## config.mk

```make
export PLATFORM = sky130hd
export DESIGN_NAME = muldiv_sequencer
export DESIGN_NICKNAME = d
export VERILOG_FILES = /design/src/rtl/muldiv_sequencer.sv
export SDC_FILE = /design/constraint.sdc
export NUM_CORES = 1
export LEC_CHECK = 0
export ABC_AREA = 1
export BUFFER_PORTS_ARGS = -buffer_cell sky130_fd_sc_hd__buf_2
export CAP_MARGIN = 20
export CORE_ASPECT_RATIO = 1.1
export CORE_MARGIN = 2
export CORE_UTILIZATION = 45
export DETAILED_ROUTE_END_ITERATION = 6
export SLEW_MARGIN = 10
export SYNTH_ARGS = -nofsm -noshare
export SYNTH_HDL_FRONTEND = slang
export SYNTH_SLANG_ARGS = --single-unit
```

## constraint.sdc

```tcl
create_clock -name clk -period 10.89 [get_ports clk]
set_clock_uncertainty 0.2 [all_clocks]
set_input_delay 1.089 -clock clk [delete_from_list [all_inputs] [get_ports clk]]
set_output_delay 1.089 -clock clk [all_outputs]
set_load 0.005 [all_outputs]
```

## src/rtl/muldiv_sequencer.sv

```systemverilog
// muldiv_sequencer: multi-cycle RV32M multiply/divide unit for the Execute stage.
// Runs a 32-iteration shift-add multiply or a restoring divide. It stalls the
// front of the pipeline while it works and presents the result for one cycle.
// Ports:
//   clk, reset      clock; synchronous active-high reset
//   start           M-op present in EX
//   funct3          M-op select (MUL..REMU)
//   op_a, op_b      rs1 / rs2 operand values
//   flush           squash the in-flight operation
//   stall           combinational freeze of IF, ID/EX and EX_to_MEM
//   busy            registered, high while iterating
//   done            registered, one-cycle result-valid pulse
//   result          registered, last completed result
module muldiv_sequencer #(
  parameter int unsigned XLEN = 32
) (
  input  logic            clk,
  input  logic            reset,
  input  logic            start,
  input  logic [2:0]      funct3,
  input  logic [XLEN-1:0] op_a,
  input  logic [XLEN-1:0] op_b,
  input  logic            flush,
  output logic            stall,
  output logic            busy,
  output logic            done,
  output logic [XLEN-1:0] result
);

  localparam int unsigned CNT_W = 6;
  localparam logic [CNT_W-1:0] LAST_ITER = CNT_W'(31);

  localparam logic [2:0] F_MUL    = 3'b000;
  localparam logic [2:0] F_MULH   = 3'b001;
  localparam logic [2:0] F_MULHSU = 3'b010;
  localparam logic [2:0] F_MULHU  = 3'b011;
  localparam logic [2:0] F_DIV    = 3'b100;
  localparam logic [2:0] F_DIVU   = 3'b101;
  localparam logic [2:0] F_REM    = 3'b110;
  localparam logic [2:0] F_REMU   = 3'b111;

  localparam logic [XLEN-1:0] MIN_INT = {1'b1, {(XLEN-1){1'b0}}};
  localparam logic [XLEN-1:0] ALL_ONE = {XLEN{1'b1}};

  typedef enum logic [1:0] {IDLE, RUN, DONE} state_t;

  state_t           state;
  logic [CNT_W-1:0] cnt;
  logic [2:0]       f3;
  logic             neg;
  // hi/lo double as product accumulator (mul) or remainder/quotient (div)
  logic [XLEN-1:0]  hi;
  logic [XLEN-1:0]  lo;
  logic [XLEN-1:0]  mcand;

  // Acceptance-time decode: operand signedness, magnitudes, result sign, special divides
  logic            a_signed;
  logic            b_signed;
  logic            a_neg;
  logic            b_neg;
  logic [XLEN-1:0] mag_a;
  logic [XLEN-1:0] mag_b;
  logic            neg_in;
  logic            is_div;
  logic            div_zero;
  logic            div_ovf;
  logic [XLEN-1:0] special_res;

  always_comb begin
    a_signed    = (funct3 == F_MUL) || (funct3 == F_MULH) || (funct3 == F_MULHSU) ||
                  (funct3 == F_DIV) || (funct3 == F_REM);
    b_signed    = (funct3 == F_MUL) || (funct3 == F_MULH) ||
                  (funct3 == F_DIV) || (funct3 == F_REM);
    a_neg       = a_signed && op_a[XLEN-1];
    b_neg       = b_signed && op_b[XLEN-1];
    mag_a       = a_neg ? (XLEN'(0) - op_a) : op_a;
    mag_b       = b_neg ? (XLEN'(0) - op_b) : op_b;
    // remainder takes the dividend's sign only
    neg_in      = a_neg ^ (b_neg && (funct3 != F_REM));
    is_div      = funct3[2];
    div_zero    = is_div && (op_b == '0);
    div_ovf     = ((funct3 == F_DIV) || (funct3 == F_REM)) &&
                  (op_a == MIN_INT) && (op_b == ALL_ONE);
    special_res = '0;
    if (div_zero)     special_res = funct3[1] ? op_a : ALL_ONE;
    else if (div_ovf) special_res = funct3[1] ? '0 : MIN_INT;
  end

  // One iteration of multiply and of restoring divide, plus final result select
  logic [XLEN:0]     mul_sum;
  logic [XLEN:0]     div_shift;
  logic [XLEN:0]     div_trial;
  logic              div_ok;
  logic [XLEN-1:0]   hi_n;
  logic [XLEN-1:0]   lo_n;
  logic [2*XLEN-1:0] prod_s;
  logic [XLEN-1:0]   final_res;

  always_comb begin
    mul_sum   = {1'b0, hi} + (lo[0] ? {1'b0, mcand} : '0);
    div_shift = {hi, lo[XLEN-1]};
    div_trial = div_shift - {1'b0, mcand};
    div_ok    = (div_shift >= {1'b0, mcand});
    if (f3[2]) begin
      hi_n = div_ok ? div_trial[XLEN-1:0] : div_shift[XLEN-1:0];
      lo_n = {lo[XLEN-2:0], div_ok};
    end else begin
      hi_n = mul_sum[XLEN:1];
      lo_n = {mul_sum[0], lo[XLEN-1:1]};
    end
    prod_s = neg ? ((2*XLEN)'(0) - {hi_n, lo_n}) : {hi_n, lo_n};
    case (f3)
      F_MUL:                      final_res = prod_s[XLEN-1:0];
      F_MULH, F_MULHSU, F_MULHU:  final_res = prod_s[2*XLEN-1:XLEN];
      F_DIV, F_DIVU:              final_res = neg ? (XLEN'(0) - lo_n) : lo_n;
      default:                    final_res = neg ? (XLEN'(0) - hi_n) : hi_n;
    endcase
  end

  // Freeze the pipeline in the same cycle the M-op is accepted
  assign stall = ((state == IDLE) && start && !flush) || (state == RUN);

  // Sequencer state and registered outputs
  always_ff @(posedge clk) begin
    if (reset) begin
      state  <= IDLE;
      cnt    <= '0;
      f3     <= '0;
      neg    <= 1'b0;
      hi     <= '0;
      lo     <= '0;
      mcand  <= '0;
      busy   <= 1'b0;
      done   <= 1'b0;
      result <= '0;
    end else if (flush) begin
      state <= IDLE;
      busy  <= 1'b0;
      done  <= 1'b0;
    end else begin
      case (state)
        IDLE: begin
          done <= 1'b0;
          if (start) begin
            f3  <= funct3;
            neg <= neg_in;
            cnt <= '0;
            if (div_zero || div_ovf) begin
              result <= special_res;
              done   <= 1'b1;
              state  <= DONE;
            end else begin
              hi    <= '0;
              lo    <= is_div ? mag_a : mag_b;
              mcand <= is_div ? mag_b : mag_a;
              busy  <= 1'b1;
              state <= RUN;
            end
          end
        end
        RUN: begin
          hi  <= hi_n;
          lo  <= lo_n;
          cnt <= cnt + CNT_W'(1);
          if (cnt == LAST_ITER) begin
            result <= final_res;
            done   <= 1'b1;
            busy   <= 1'b0;
            state  <= DONE;
          end
        end
        DONE: begin
          done  <= 1'b0;
          state <= IDLE;
        end
        default: begin
          busy  <= 1'b0;
          done  <= 1'b0;
          state <= IDLE;
        end
      endcase
    end
  end

endmodule

```

==> impl_metrics.ini <==
[route]
route.detailed.drc = 7
vias_per_cell = 5.79
wl_mm = 81.8
dr.pass1.iters = 7
postRouteAntennaNets = 0
drt-initial-drc-count = 2571
vias = 21600
wl_per_cell_um = 22.0

[final_layout]
fin_area_um2 = 19000
final_cell_mix = 893 x nand2_1, 419 x inv_1, 300 x nor2_1, 246 x nand3_1, 244 x a21oi_1
stdcell_count = 3720
multi_input_area_um2 = 12600
fin_nets = 3343
drive_above_1_share_pct = 9.71
syn2layout_area_growth_pct = 7.85
register_area_um2 = 2850
diodes = 0
fillCellCount = 4366
final_common_cell = nand2_1

[cts]
cts_hold_buf = 0
cts_sinks = 142
post_cts_resized = 0
insertion_delay_ns = 0.44
root_buffer = clkbuf_16
cts_tree = built
ctsHtreeMaxLevel = 4
cts_setup_buffers = 0
clk_pin_slew_ns = 0.07
cts_buffer_depth = 2
cts_buffers = 17

[sta]
setup_violations = 0
report.final.slew_viol_count = 0
rsz0062_at_grt = no
worst_pin_slew_ns = 1.06
finalHoldViolCount = 0
fin_crit_sh_pct = 46.6
setup_ws_ns = 5.82
relSlewSlack_pct = 28.5
finalSetupTns_ns = 0
max_freq_mhz = 197
fin_crit_ns = 5.07

[pwr]
p_int_mw = 1.07
power_frac_seq_pct = 30.1
p_switching_mw = 0.806
p_per_area_nw_per_um2 = 98.6
power_frac_comb_pct = 37.7
switching_share_pct = 42.9
vdd_drop_max_mv = 0.0794
clkPwrFrac_pct = 32.2
p_leak_nw = 9.62

[critical_path]
cp_data_arrival_time_ns = 5.18
rr_worst_depth = 21
critPathKind = reg -> reg
r2r_slack_ns = 5.82
critPathLaunchType = flip-flop
endpoint_kind = flip-flop
required_ns = 11.00
r2r_end = result[2]$_SDFFE_PP0P_
cp_max_fo = 33
worstReg2RegStart = hi[10]$_SDFFE_PP0P_

[logic_synthesis]
ys_seq_area_share_pct = 16.1
ys_ff_latch = 142
yosysTopAreaCellShare_pct = 19.0
avgSynthCellArea_um2 = 5.55
synth_nets = 3321
yosysWarnings = 0
synth_area_leaders = nand2_1 19%, dfxtp_1 16%, inv_1 8.9%
synthCells = 3178
synth_edf_count = 0
synthArstFlopShare_pct = 0
synthFlopType = dfxtp_1
synth.distinct_cells = 59
synth_area_um2 = 17600
yosys.area.top_type = nand2_1

[place]
place_congestion = 1.06
place_inst = 3688
dp_hpwl_mm = 65.8
dpl_cell_area_um2 = 18400
port_buffers = 105
place_ws_ns = 5.50

[global_route]
grt_pass1_wl_mm = 121
grt_max_degree = 81
overflow = 0
gr-usage-all-layers_pct = 40.0
grt_pass1_vias = 20100
antenna_found_initial = 1

[floorplanning]
start_util_pct = 45.4
die_h_um = 212
coreArea_um2 = 38900
die_width_um = 193
dieArea_um2 = 40800
ios = 106
rows = 76

[job]
drv_cap = 0

[outcome]
violations = design-rule violations
outcome = finished, violations left

[min_path]
hold_end = busy$_SDFFE_PP0P_
hp-class = reg -> reg
holdPathStages = 2
min-delay-start = busy$_SDFFE_PP0P_
## worst max path at each step
| stage | cells after the start | end | start |
|---|---|---|---|
| after floorplan | 33 | result[22]$_SDFFE_PP0P_ | mcand[20]$_SDFFE_PP0P_ |
| final | 21 | result[2]$_SDFFE_PP0P_ | hi[10]$_SDFFE_PP0P_ |
| after detailed placement | 11 | mcand[23]$_SDFFE_PP0P_ | funct3[2] |
| after global routing | 22 | result[2]$_SDFFE_PP0P_ | mcand[11]$_SDFFE_PP0P_ |
| after CTS | 21 | result[2]$_SDFFE_PP0P_ | hi[10]$_SDFFE_PP0P_ |
| after global placement | 11 | mcand[23]$_SDFFE_PP0P_ | funct3[2] |
## state kept, by name, indices dropped and copies added (netlist names)
name,flops
busy,1
state,2
cnt,6
f3,3
neg,1
done,1
hi,32
mcand,32
lo,32
result,32
## power by group through the flow
stage,sequential [mW],clock [mW],combinational [mW]
2_1_floorplan,0.566,0,0.471
3_3_place_gp,0.574,0,0.683
3_5_place_dp,0.575,0,0.686
4_1_cts,0.563,0.605,0.689
5_1_grt,0.567,0.626,0.771
6_report,0.564,0.604,0.708
## cells by family (layout without fill, tap and decap cells)
group	after synthesis	count (layout)	synth area share, %
AO/OA/AOI/OAI	597	597	18.4
XOR/XNOR	101	101	5.01
adder cells (fa/ha/maj)	72	72	5.19
buffers and inverters	567	602	12.6
flip-flops	142	142	16.1
multiplexers	1	1	0.0567
AND/OR/NAND/NOR	1698	1698	42.6
## worst max-delay path, cell delays in order, from the launching register on
cell and delay (ns):
dfxtp_1 0.42, ha_1 0.43, nand2_1 0.17, nor2_1 0.31, nand2_1 0.12, inv_1 0.08, nand2_2 0.06, nand2_2 0.09
nand3_4 0.33, nand2_4 0.47, nor2_1 0.10, nand2_1 0.10, nand3_2 0.17, inv_2 0.11, ha_1 0.24, inv_1 0.13
nor4_1 0.67, o21ai_0 0.16, nand2_1 0.08, o21ai_0 0.08, o221ai_1 0.26, a31oi_1 0.13
## synthesized netlist by cell type, types with 5 or more instances
| cell | count |
|---|---|
| nand3b_1 | 19 |
| xnor2_1 | 19 |
| or2_2 | 14 |
| a31oi_1 | 22 |
| o21ai_1 | 19 |
| o21bai_1 | 13 |
| buf_6 | 5 |
| nand4_1 | 62 |
| clkbuf_1 | 78 |
| nor2_4 | 5 |
| inv_2 | 20 |
| nand3_1 | 246 |
| nand2_1 | 893 |
| inv_1 | 420 |
| a211oi_1 | 10 |
| nor2_1 | 305 |
| nor3_1 | 35 |
| o31ai_1 | 6 |
| ha_1 | 70 |
| a21oi_1 | 244 |
| buf_1 | 11 |
| xor2_1 | 82 |
| nand2_2 | 42 |
| buf_2 | 25 |
| o211ai_1 | 20 |
| nor2_2 | 16 |
| o22ai_1 | 6 |
| nand3_2 | 18 |
| nand2_4 | 11 |
| a21o_1 | 5 |
| dfxtp_1 | 142 |
| nor4_1 | 18 |
| o21ai_0 | 231 |
## metal layers
layer | track usage (%) | share of wire [%] | vias to the layer above
li1 | - | - | 10300
met1 | 47.4 | 38 | 9837
met2 | 67.1 | 47 | 1100
met3 | 4.63 | 6.9 | 272
met4 | 27.8 | 8.1 | 2
met5 | 0 | 0.0098 | -
## per-stage QoR
step	power [mW]	hold slack, ns	utilization [%]
final	1.88	0.262	48.9
after global routing	1.96	0.286	48.9
after CTS	1.86	0.265	48.9
after detailed placement	1.26	0.254	47.4
after global placement	1.26	0.248	47.4
after floorplan	1.04	0.239	-
## area by class of cell
| cell class | count | area share [%] |
|---|---|---|
| Clock buffer | 17 | 2.24 |
| Inverter | 443 | 8.75 |
| Tap cell | 507 | 3.33 |
| Multi-Input combinational cell | 2469 | 66.2 |
| Clock inverter | 15 | 0.881 |
| Timing Repair Buffer | 127 | 3.63 |
| Sequential cell | 142 | 15.0 |
No activity file was read; power rests on OpenSTA's default activity.
